File: src/rtl/stage_decode_pkg.sv
// Shared types for the decode stage: RV32I opcodes, ALU operations, immediate
// formats and the decoded control bundle carried in ID/EX.
package stage_decode_pkg;

    localparam logic [31:0] NOP_INSTR = 32'h0000_0013;
    localparam int          STAGES    = 1;

    typedef enum logic [6:0] {
        OP     = 7'b0110011,
        OP_IMM = 7'b0010011,
        LOAD   = 7'b0000011,
        STORE  = 7'b0100011,
        BRANCH = 7'b1100011,
        JAL    = 7'b1101111,
        JALR   = 7'b1100111,
        LUI    = 7'b0110111,
        AUIPC  = 7'b0010111
    } opcode_e;

    typedef enum logic [3:0] {
        ALU_ADD    = 4'd0,
        ALU_SUB    = 4'd1,
        ALU_SLL    = 4'd2,
        ALU_SLT    = 4'd3,
        ALU_SLTU   = 4'd4,
        ALU_XOR    = 4'd5,
        ALU_SRL    = 4'd6,
        ALU_SRA    = 4'd7,
        ALU_OR     = 4'd8,
        ALU_AND    = 4'd9,
        ALU_PASS_B = 4'd10
    } alu_op_t;

    typedef enum logic [2:0] {
        IMM_NONE = 3'd0,
        IMM_I    = 3'd1,
        IMM_S    = 3'd2,
        IMM_B    = 3'd3,
        IMM_U    = 3'd4,
        IMM_J    = 3'd5
    } imm_type_e;

    // All-zero value is the bubble (alu_op zero encodes ALU_ADD).
    typedef struct packed {
        logic [4:0] rs1;
        logic [4:0] rs2;
        logic [4:0] rd;
        logic [2:0] funct3;
        alu_op_t    alu_op;
        logic       reg_write;
        logic       mem_read;
        logic       mem_write;
        logic       branch;
        logic       jump;
        logic       illegal;
    } ctrl_t;

    // reg_op distinguishes OP (funct7[5] selects SUB) from OP-IMM (ADDI never SUB).
    function automatic alu_op_t alu_sel(input logic [2:0] f3, input logic alt, input logic reg_op);
        case (f3)
            3'd0:    alu_sel = (alt && reg_op) ? ALU_SUB : ALU_ADD;
            3'd1:    alu_sel = ALU_SLL;
            3'd2:    alu_sel = ALU_SLT;
            3'd3:    alu_sel = ALU_SLTU;
            3'd4:    alu_sel = ALU_XOR;
            3'd5:    alu_sel = alt ? ALU_SRA : ALU_SRL;
            3'd6:    alu_sel = ALU_OR;
            default: alu_sel = ALU_AND;
        endcase
    endfunction

endpackage

File: src/rtl/stage_decode_if.sv
// Fetch-to-decode handshake: instruction/PC from fetch, stall back to fetch.
interface stage_decode_if #(
    parameter int XLEN = 32
) ();
    logic            if_valid;
    logic [31:0]     if_instr;
    logic [XLEN-1:0] if_pc;
    logic            stall_if;

    modport master (output if_valid, if_instr, if_pc, input stall_if);
    modport slave  (input if_valid, if_instr, if_pc, output stall_if);
endinterface

File: src/rtl/stage_decode_imm_gen.sv
// RV32I immediate extraction; opcode bits are not needed, only the format.
module stage_decode_imm_gen
    import stage_decode_pkg::*;
#(
    parameter int XLEN = 32
) (
    input  logic [31:7]     instr,
    input  imm_type_e       imm_type,
    output logic [XLEN-1:0] imm
);
    logic [31:0] raw;

    always_comb begin
        raw = '0;
        case (imm_type)
            IMM_I:   raw = {{20{instr[31]}}, instr[31:20]};
            IMM_S:   raw = {{20{instr[31]}}, instr[31:25], instr[11:7]};
            IMM_B:   raw = {{19{instr[31]}}, instr[31], instr[7], instr[30:25], instr[11:8], 1'b0};
            IMM_U:   raw = {instr[31:12], 12'b0};
            IMM_J:   raw = {{11{instr[31]}}, instr[31], instr[19:12], instr[20], instr[30:21], 1'b0};
            default: raw = '0;
        endcase
    end

    assign imm = XLEN'(signed'(raw));
endmodule

File: src/rtl/stage_decode.sv
// Decode stage: IF/ID register, RV32I decode, load-use interlock and ID/EX register.
module stage_decode #(
    parameter int          XLEN      = 32,
    parameter logic [31:0] NOP_INSTR = stage_decode_pkg::NOP_INSTR
) (
    input  logic                       clk,
    input  logic                       rst_n,
    stage_decode_if.slave              fetch,
    input  logic                       flush,
    input  logic                       ex_stall,
    output logic                       id_valid,
    output logic [XLEN-1:0]            id_pc,
    output logic [4:0]                 id_rs1,
    output logic [4:0]                 id_rs2,
    output logic [4:0]                 id_rd,
    output logic [XLEN-1:0]            id_imm,
    output stage_decode_pkg::alu_op_t  id_alu_op,
    output logic [2:0]                 id_funct3,
    output logic                       id_reg_write,
    output logic                       id_mem_read,
    output logic                       id_mem_write,
    output logic                       id_branch,
    output logic                       id_jump,
    output logic                       id_illegal
);
    import stage_decode_pkg::*;

    // vld_pipe[0]: IF/ID valid, vld_pipe[1]: ID/EX valid
    logic [STAGES:0] vld_pipe;
    logic [31:0]     ifid_instr;
    logic [XLEN-1:0] ifid_pc;
    ctrl_t           idex;
    logic [XLEN-1:0] idex_imm;
    logic [XLEN-1:0] idex_pc;

    ctrl_t           dec;
    imm_type_e       imm_type;
    logic [XLEN-1:0] dec_imm;
    opcode_e         opc;
    logic [2:0]      f3;
    logic [6:0]      f7;
    logic            use_rs1, use_rs2, use_rd, legal;
    logic            hazard;

    always_comb begin
        dec      = '0;
        imm_type = IMM_NONE;
        opc      = opcode_e'(ifid_instr[6:0]);
        f3       = ifid_instr[14:12];
        f7       = ifid_instr[31:25];
        use_rs1  = 1'b0;
        use_rs2  = 1'b0;
        use_rd   = 1'b0;
        legal    = 1'b1;
        case (opc)
            OP: begin
                {use_rs1, use_rs2, use_rd, dec.reg_write} = 4'b1111;
                legal      = (f7 == 7'h00) || (f7 == 7'h20 && (f3 == 3'd0 || f3 == 3'd5));
                dec.alu_op = alu_sel(f3, f7[5], 1'b1);
            end
            OP_IMM: begin
                {use_rs1, use_rd, dec.reg_write} = 3'b111;
                imm_type   = IMM_I;
                dec.alu_op = alu_sel(f3, f7[5], 1'b0);
                if (f3 == 3'd1)      legal = (f7 == 7'h00);
                else if (f3 == 3'd5) legal = (f7 == 7'h00) || (f7 == 7'h20);
            end
            LOAD: begin
                {use_rs1, use_rd, dec.reg_write, dec.mem_read} = 4'b1111;
                imm_type = IMM_I;
                legal    = (f3 != 3'd3) && (f3 != 3'd6) && (f3 != 3'd7);
            end
            STORE: begin
                {use_rs1, use_rs2, dec.mem_write} = 3'b111;
                imm_type = IMM_S;
                legal    = (f3 <= 3'd2);
            end
            BRANCH: begin
                {use_rs1, use_rs2, dec.branch} = 3'b111;
                imm_type   = IMM_B;
                dec.alu_op = ALU_SUB;
                legal      = (f3 != 3'd2) && (f3 != 3'd3);
            end
            JAL: begin
                {use_rd, dec.reg_write, dec.jump} = 3'b111;
                imm_type = IMM_J;
            end
            JALR: begin
                {use_rs1, use_rd, dec.reg_write, dec.jump} = 4'b1111;
                imm_type = IMM_I;
                legal    = (f3 == 3'd0);
            end
            LUI: begin
                {use_rd, dec.reg_write} = 2'b11;
                imm_type   = IMM_U;
                dec.alu_op = ALU_PASS_B;
            end
            AUIPC: begin
                {use_rd, dec.reg_write} = 2'b11;
                imm_type = IMM_U;
            end
            default: legal = 1'b0;
        endcase

        if (!legal) begin
            dec         = '0;
            dec.illegal = 1'b1;
            imm_type    = IMM_NONE;
        end else begin
            dec.rs1 = use_rs1 ? ifid_instr[19:15] : 5'd0;
            dec.rs2 = use_rs2 ? ifid_instr[24:20] : 5'd0;
            dec.rd  = use_rd  ? ifid_instr[11:7]  : 5'd0;
        end
        dec.funct3 = f3;

        if (!vld_pipe[0]) begin
            dec      = '0;
            imm_type = IMM_NONE;
        end
    end

    stage_decode_imm_gen #(.XLEN(XLEN)) u_imm_gen (
        .instr    (ifid_instr[31:7]),
        .imm_type (imm_type),
        .imm      (dec_imm)
    );

    // Unused sources are already forced to 0, and rd==0 is excluded, so x0 never interlocks.
    assign hazard = vld_pipe[1] && idex.mem_read && (idex.rd != 5'd0) && vld_pipe[0] &&
                    ((dec.rs1 == idex.rd) || (dec.rs2 == idex.rd));

    // Gated by rst_n so fetch is released the moment reset asserts, even with ex_stall high.
    assign fetch.stall_if = rst_n && !flush && (ex_stall || hazard);

    always_ff @(posedge clk or negedge rst_n) begin
        if (!rst_n) begin
            vld_pipe   <= '0;
            ifid_instr <= NOP_INSTR;
            ifid_pc    <= '0;
            idex       <= '0;
            idex_imm   <= '0;
            idex_pc    <= '0;
        end else if (flush) begin
            vld_pipe   <= '0;
            ifid_instr <= NOP_INSTR;
            ifid_pc    <= '0;
            idex       <= '0;
            idex_imm   <= '0;
            idex_pc    <= '0;
        end else if (!ex_stall) begin
            if (hazard) begin
                vld_pipe[1] <= 1'b0;
                idex        <= '0;
                idex_imm    <= '0;
                idex_pc     <= '0;
            end else begin
                vld_pipe   <= {vld_pipe[0], fetch.if_valid};
                ifid_instr <= fetch.if_instr;
                ifid_pc    <= fetch.if_pc;
                idex       <= dec;
                idex_imm   <= dec_imm;
                idex_pc    <= vld_pipe[0] ? ifid_pc : '0;
            end
        end
    end

    assign id_valid     = vld_pipe[1];
    assign id_pc        = idex_pc;
    assign id_rs1       = idex.rs1;
    assign id_rs2       = idex.rs2;
    assign id_rd        = idex.rd;
    assign id_imm       = idex_imm;
    assign id_alu_op    = idex.alu_op;
    assign id_funct3    = idex.funct3;
    assign id_reg_write = idex.reg_write;
    assign id_mem_read  = idex.mem_read;
    assign id_mem_write = idex.mem_write;
    assign id_branch    = idex.branch;
    assign id_jump      = idex.jump;
    assign id_illegal   = idex.illegal;
endmodule

File: src/flat_wrapper.sv
// flat-port wrapper written by rule: the top's interface ports become plain ports
module stage_decode_flat import stage_decode_pkg::*;
#(
    parameter int          XLEN      = 32,
    parameter logic [31:0] NOP_INSTR = stage_decode_pkg::NOP_INSTR
)
  (clk, rst_n, flush, ex_stall, id_valid, id_pc, id_rs1, id_rs2, id_rd, id_imm, id_alu_op, id_funct3, id_reg_write, id_mem_read, id_mem_write, id_branch, id_jump, id_illegal, fetch_if_valid, fetch_if_instr, fetch_if_pc, fetch_stall_if);
  stage_decode_if #(.XLEN(XLEN)) fetch_i ();
  input  logic clk;
  input  logic rst_n;
  input  logic flush;
  input  logic ex_stall;
  output logic id_valid;
  output logic [XLEN-1:0] id_pc;
  output logic [4:0] id_rs1;
  output logic [4:0] id_rs2;
  output logic [4:0] id_rd;
  output logic [XLEN-1:0] id_imm;
  output stage_decode_pkg::alu_op_t id_alu_op;
  output logic [2:0] id_funct3;
  output logic id_reg_write;
  output logic id_mem_read;
  output logic id_mem_write;
  output logic id_branch;
  output logic id_jump;
  output logic id_illegal;
  input wire logic [$bits(fetch_i.if_valid)-1:0] fetch_if_valid;
  input wire logic [$bits(fetch_i.if_instr)-1:0] fetch_if_instr;
  input wire logic [$bits(fetch_i.if_pc)-1:0] fetch_if_pc;
  output wire logic [$bits(fetch_i.stall_if)-1:0] fetch_stall_if;
  assign fetch_i.if_valid = fetch_if_valid;
  assign fetch_i.if_instr = fetch_if_instr;
  assign fetch_i.if_pc = fetch_if_pc;
  assign fetch_stall_if = fetch_i.stall_if;
  stage_decode #(.XLEN(XLEN), .NOP_INSTR(NOP_INSTR)) u_core (.clk(clk), .rst_n(rst_n), .fetch(fetch_i), .flush(flush), .ex_stall(ex_stall), .id_valid(id_valid), .id_pc(id_pc), .id_rs1(id_rs1), .id_rs2(id_rs2), .id_rd(id_rd), .id_imm(id_imm), .id_alu_op(id_alu_op), .id_funct3(id_funct3), .id_reg_write(id_reg_write), .id_mem_read(id_mem_read), .id_mem_write(id_mem_write), .id_branch(id_branch), .id_jump(id_jump), .id_illegal(id_illegal));
endmodule
File: config.mk
export PLATFORM = sky130hd
export DESIGN_NAME = stage_decode_flat
export DESIGN_NICKNAME = d
export VERILOG_FILES = /design/src/rtl/stage_decode_pkg.sv /design/src/rtl/stage_decode_if.sv /design/src/rtl/stage_decode_imm_gen.sv /design/src/rtl/stage_decode.sv /design/src/flat_wrapper.sv
export SDC_FILE = /design/constraint.sdc
export NUM_CORES = 1
export LEC_CHECK = 0
export CAP_MARGIN = 20
export CORE_UTILIZATION = 48
export CTS_BUF_LIST = sky130_fd_sc_hd__clkbuf_8
export DETAILED_ROUTE_END_ITERATION = 12
export PLACE_DENSITY = 0.79
export SLEW_MARGIN = 20
export SYNTH_ARGS = -nofsm -noshare
export SYNTH_HDL_FRONTEND = slang
export SYNTH_SLANG_ARGS = --single-unit
File: constraint.sdc
create_clock -name clk -period 3.1 [get_ports clk]
set_input_delay 0.62 -clock clk [delete_from_list [all_inputs] [get_ports clk]]
set_output_delay 0.62 -clock clk [all_outputs]
set_load 0.03 [all_outputs]
After elaboration in Yosys (flattened, before gate mapping)
Cells that the tools add are included.

Reductions and logical operators: 27. Mux-type cells: 45. Equal/unequal tests: 29. Bitwise operators: 0. Add/subtract/negate cells: 0. Shift-type cells: 0. Divide/modulo/power cells: 0. $mul: 0. Order comparisons: 1.

Operator list (number): 32-bit 2-to-1 mux (13); 32-bit one-hot mux with 5 select lines (1); 28-bit 2-to-1 mux (4); 4-bit one-hot mux with 7 select lines (2); 7-bit by 6-bit equality test with 1-bit output (second input constant) (4); 7-bit equality test (second input constant) (3); 4-bit one-hot mux with 4 select lines (1); 3-bit equality test (second input constant) (5); 15-bit 2-to-1 mux (1); 5-bit 2-to-1 mux (3); 3-bit one-hot mux with 5 select lines (1); 7-bit by 5-bit equality test with 1-bit output (second input constant) (2); 1-bit 2-to-1 mux (13); 3-bit by 2-bit equality test with 1-bit output (second input constant) (4); 5-bit equality test (2); 1-bit logical AND (10); 10-bit 2-to-1 mux (1); 3-bit OR reduction (3); 7-bit by 2-bit equality test with 1-bit output (second input constant) (1); 7-bit logical NOT (1); 1-bit one-hot mux with 7 select lines (1); 7-bit OR reduction (1); 3-bit by 1-bit equality test with 1-bit output (second input constant) (2); 3-bit 2-to-1 mux (2); 12 further kinds (21).

Bits in writable memories: 0. Latch bits: 0. Bits of input ports: 69. Output and inout bits: 94. Bits in registers: 158. Memories: 0. Logic and storage cells: 119. Bits in read-only memories: 0.

Logic depth before layout (Yosys ltp)
Depth in word-level cells: 13. Gate-level depth with buffers: 13. Gate-level depth less buffers: 9.

Hierarchy
From an unflattened synthesis, not the netlist that was laid out.

Cell total of the unflattened synthesis: 716. Area, all modules: 7502.2 um2.

By module, submodules not included: stage_decode (instances 1, area each 7111.8 um2, cells an instance 650, sequential area each 3957.5 um2); stage_decode_imm_gen (instances 1, area each 390.4 um2, cells an instance 66, sequential area each 0.0 um2).

Least setup slack after synthesis
OpenSTA, ideal clock, no wires.

Path type: register -> output. From: reg u_core.ifid_instr[25]. To: out fetch_stall_if. Buffers on the path: 3. Cell stages (with the launch flop): 13. Arrival time: 3.325 ns. Path slack: -0.845 ns. Data required time: 2.480 ns. Cell sequence: dfrtp_1 -> or4_1 -> o32ai_1 -> nand3_1 -> o211ai_2 -> buf_2 -> o2111ai_1 -> xor2_1 -> o221ai_4 -> and2_4 -> buf_6 -> buf_2 -> nor3b_1.

Word-level cells in the longest chain between the ends: 12. Elaborated cells on any way between the ends: 16. Those cells by class: 3 x eq/ne; 5 x mux; 8 x reduce/logical.

RTL lines: start, declared (RTL line stage_decode.sv:30) `logic [31:0] ifid_instr;`; start signal, assigned (RTL line stage_decode.sv:158) `ifid_instr <= fetch.if_instr;`; 7-bit by 6-bit equality test with 1-bit output or 7-bit logical NOT (tied branches) (RTL line stage_decode.sv:58, stage_decode.sv:66, stage_decode.sv:65); 1-bit logical OR (RTL line stage_decode.sv:66) `else if (f3 == 3'd5) legal = (f7 == 7'h00) || (f7 == 7'h20);`; 1-bit 2-to-1 mux (RTL line stage_decode.sv:66); 1-bit 2-to-1 mux (RTL line stage_decode.sv:65) `if (f3 == 3'd1) legal = (f7 == 7'h00);`; 1-bit one-hot mux with 7 select lines (*) (RTL line stage_decode.sv:55) `case (opc)`; 15-bit 2-to-1 mux (*) (RTL line stage_decode.sv:105) `if (!legal) begin`; 28-bit 2-to-1 mux (*) (RTL line stage_decode.sv:116) `if (!vld_pipe[0]) begin`; 5-bit equality test (RTL line stage_decode.sv:130) `((dec.rs1 == idex.rd) || (dec.rs2 == idex.rd));`; 1-bit logical OR (*) (RTL line stage_decode.sv:130); 1-bit logical AND (*) (RTL line stage_decode.sv:129) `assign hazard = vld_pipe[1] && idex.mem_read && (idex.rd != 5'd0) && vld_pipe[0] &&`; 1-bit logical OR (*) (RTL line stage_decode.sv:133) `assign fetch.stall_if = rst_n && !flush && (ex_stall || hazard);`; 1-bit logical AND (*) (RTL line stage_decode.sv:133); end, declared (RTL line flat_wrapper.sv:30) `output wire logic [$bits(fetch_i.stall_if)-1:0] fetch_stall_if;`.

Mark *: on every way between the ends. The rest lies on a longest branch, timed or not.

Worst setup path in the final report
Ends and elaborated chain as after synthesis.

==> metrics <==
outcome=finished with violations; failing checks=negative setup slack; switching power=about 0.0012 W; Setup Crit Path Kind=reg2out; Layout area overhead=38.09%; Peak VDD IR=~0.33 mV; Reg power frac=0.490; Final Hold Vio Count=0; setup repair after global routing missed its margin=true; worst-margin pin slew=0.8969 ns; PortBufs=approximately 160; Post-Layout Cell Count=roughly 1200; CTS tree=built; clk sink count=158; multi-input logic area=0.003326 sq mm; Die H=between 100 and 150 microns; WL/cell=a little under 20 microns; Layout fillers=~1200; CP endpoint kind=primary output; Reg area=0.003958 sq mm; Synth Net Count=around 810; post-DR vias/cell=between 5 and 6; Die X=127.2 microns; Clock Skew=approximately 0.011 ns; antenna cells=0; final net count=996; min Tclk post-route=3.758 ns; number of global-route vias before repair=6646; Post-Synthesis Cells=between 700 and 800; row cnt=45; Worst-Skew Late Latency=0.46 ns; Remaining Overflow, GRT=0; Most used DFF post-synth=dfrtp_1; detailed placement HPWL=approximately 15000 microns; critical path peak fanout=7; part of the power in the clock network=0.363; fmax=roughly 0.27 GHz; Worst slew margin=0.4008; P_int=between 0.003 and 0.004 W; drt total wl=about 23000 microns; LEAKAGE=4.198 nW; sequential element share of the synthesized area=0.5259; TritonCTS Buffers=17; first-pass GRT wire length=about 36000 microns; PnR worst setup slack=-0.6580 ns; Via Count=around 7000; power share of the combinational group=0.147; hold crit path type=in2async; largest net degree at the start of global routing=about 160; starting DRC count in detailed routing=between 500 and 600; crit path launch type=flip-flop; Synth Register Bits=158; fin. max-slew vios=0; Final Setup Violations=57; Req. time, crit path=approximately 2.5 ns; Placer Congestion=~0.88; H-Tree Depth=4; DRC=0; Mapped Area=between 0.007 and 0.008 sq mm; Pwr Density=approximately 430 mW/mm^2; CTS Buffer Depth=2; Synth warnings=0; placed insts=between 1000 and 1500; synthesized area per cell=10.18 sq um; Sw Ratio=0.2696; ANT nets after route=0; worst path arrival time=approximately 3.1 ns; Root Buffer Master=clkbuf_8; count of cell types in the netlist=57; CTS clk-pin slew, worst paths=approximately 0.080 ns; period utilization=1.212; ys async rst share=1.000; maxcap violations=0; CTS hold repair buffers=0; worst hold slack=0.3076 ns; Top Ports=about 160; DIE AREA=between 0.015 and 0.02 sq mm; GRT Util Overall=0.2849; Core ar.=0.01526 sq mm; drt first pass iters=5; Post-synth EDFFs=0; Starting Density=0.4932; initial antenna violation count=0; share of cells above drive strength 1=0.1448
-- power groups by stage --
stage | combinational, W | sequential [W] | clock [W]
2_1_floorplan | 0.000270 | 0.00221 | 0
3_3_place_gp | 0.000573 | 0.00221 | 0
3_5_place_dp | 0.000587 | 0.00221 | 0
4_1_cts | 0.000605 | 0.00217 | 0.00163
5_1_grt | 0.000701 | 0.00218 | 0.00172
6_report | 0.000650 | 0.00217 | 0.00161
-- cells in the final DEF, fill, tap and decap left out, types with 26 or more instances in the layout --
cell type	n
a21oi_1	26
a32o_1	37
buf_4	71
clkdlybuf4s50_1	159
dfrtp_1	155
nand2_1	80
nand2b_1	62
nand4b_1	61
o21ai_0	81
o31ai_1	44
-- layout make-up --
cell class	count	share of cell area
Clock buffer	18	0.02384
Clock inverter	13	0.01589
Inverter	2	0.0007224
Multi-Input combinational cell	503	0.3200
Sequential cell	158	0.3808
Tap cell	211	0.02540
Timing Repair Buffer	245	0.2333
-- sequential cells by signal, summed over array words and instances, names as in the netlist --
signal,count
u_core.id_jump,1
u_core.id_mem_read,1
u_core.id_rd,5
u_core.id_illegal,1
u_core.id_imm,32
u_core.id_pc,32
u_core.id_reg_write,1
u_core.vld_pipe,2
u_core.id_rs1,5
u_core.id_mem_write,1
u_core.id_branch,1
u_core.ifid_instr,32
u_core.id_alu_op,4
u_core.id_rs2,5
u_core.id_funct3,3
u_core.ifid_pc,32
-- cells in the mapped netlist, types with 2 or more instances --
cell         n  area share
nor3_1       5      0.0033
nor2b_1      7      0.0058
nand4_1      4      0.0033
a32o_1      37       0.049
dfstp_2      3       0.010
dfrtp_1    155        0.52
buf_4        3      0.0030
buf_1        6      0.0030
nand2b_1    62       0.052
clkbuf_1    58       0.029
o2111ai_1    2      0.0023
nand3b_1     4      0.0040
a21oi_1     26       0.017
o31ai_1     44       0.044
a31oi_1      4      0.0033
o21a_1       3      0.0030
nor2_1      20       0.010
nor3b_1      3      0.0030
buf_2        7      0.0047
nor4bb_1     2      0.0027
o21ai_0     83       0.055
or2_2        2      0.0017
mux2i_1      5      0.0067
or3_1        3      0.0025
a22oi_1      5      0.0050
inv_1        2      0.0010
buf_6        2      0.0030
and2_1       3      0.0025
nand4b_1    61       0.071
and3_1       2      0.0017
nand3_1      8      0.0053
xnor2_1      4      0.0047
nand2_1     80       0.040
-- per-stage QoR --
step / util / cell area [sq um] / total power (W) / TNS [ns] / worst slack, ns
floorplan: - / 7556 / 0.002480 / -0.4317 / -0.4317
global placement: 0.6385 / 9743 / 0.002783 / -3.962 / -0.2309
detailed placement: 0.6385 / 9743 / 0.002799 / -10.74 / -0.2617
CTS: 0.6686 / 10200 / 0.004411 / -2.881 / -0.7105
global route: 0.6811 / 10390 / 0.004605 / -17.09 / -0.8002
finish: 0.6811 / 10390 / 0.004434 / -3.696 / -0.6580
-- worst paths after layout --
check	from	to	slack, ns	cells past startpoint
setup / recovery	u_core.ifid_instr[25]	fetch_stall_if	-0.66	11
max in group asynchronous	rst_n	u_core.ifid_pc[26]	2.13	2
hold reg to reg	u_core.id_rs2[1]	u_core.id_rs2[1]	0.48	2
hold / removal	rst_n	u_core.id_rs1[2]	0.31	2
setup reg to reg	u_core.ifid_instr[25]	u_core.id_rs1[3]	-0.18	12
min in group clk	u_core.id_rs2[1]	u_core.id_rs2[1]	0.48	2
-- layer usage --
metal,routed length (microns),track usage
met2,11180,0.4674
met5,0,0
met4,560,0.1078
met1,9433,0.3744
met3,1602,0.05863
-- worst max-delay path, stage by stage, from the launching register on --
cell	delay [ns]
dfrtp_1	0.38
or4_4	0.56
o32ai_4	0.21
nand3_1	0.12
o211ai_2	0.18
buf_6	0.15
o2111ai_1	0.12
xor2_1	0.26
o221ai_4	0.15
and2_4	0.18
nor3b_4	0.21
buf_12	0.15
-- cell families (layout without fill, tap and decap cells) --
group           Yosys count  in the layout  synth area share
mux                       6              6          0.008146
compound gates          220            220            0.2015
flops                   158            158            0.5259
simple gates            272            272            0.2151
xor+xnor                  5              5          0.005819
buf+inv                  78            278           0.04356
-- what timing repair did --
action / 4_1_cts / 5_1_grt
cloned: 0 / 5
pin swaps: 3 / 4
setup endpoints to repair: 147 / 156
resized for setup: 7 / 15
buffers inserted: 2 / 2
Note: power is estimated with default switching activity, not from simulation.
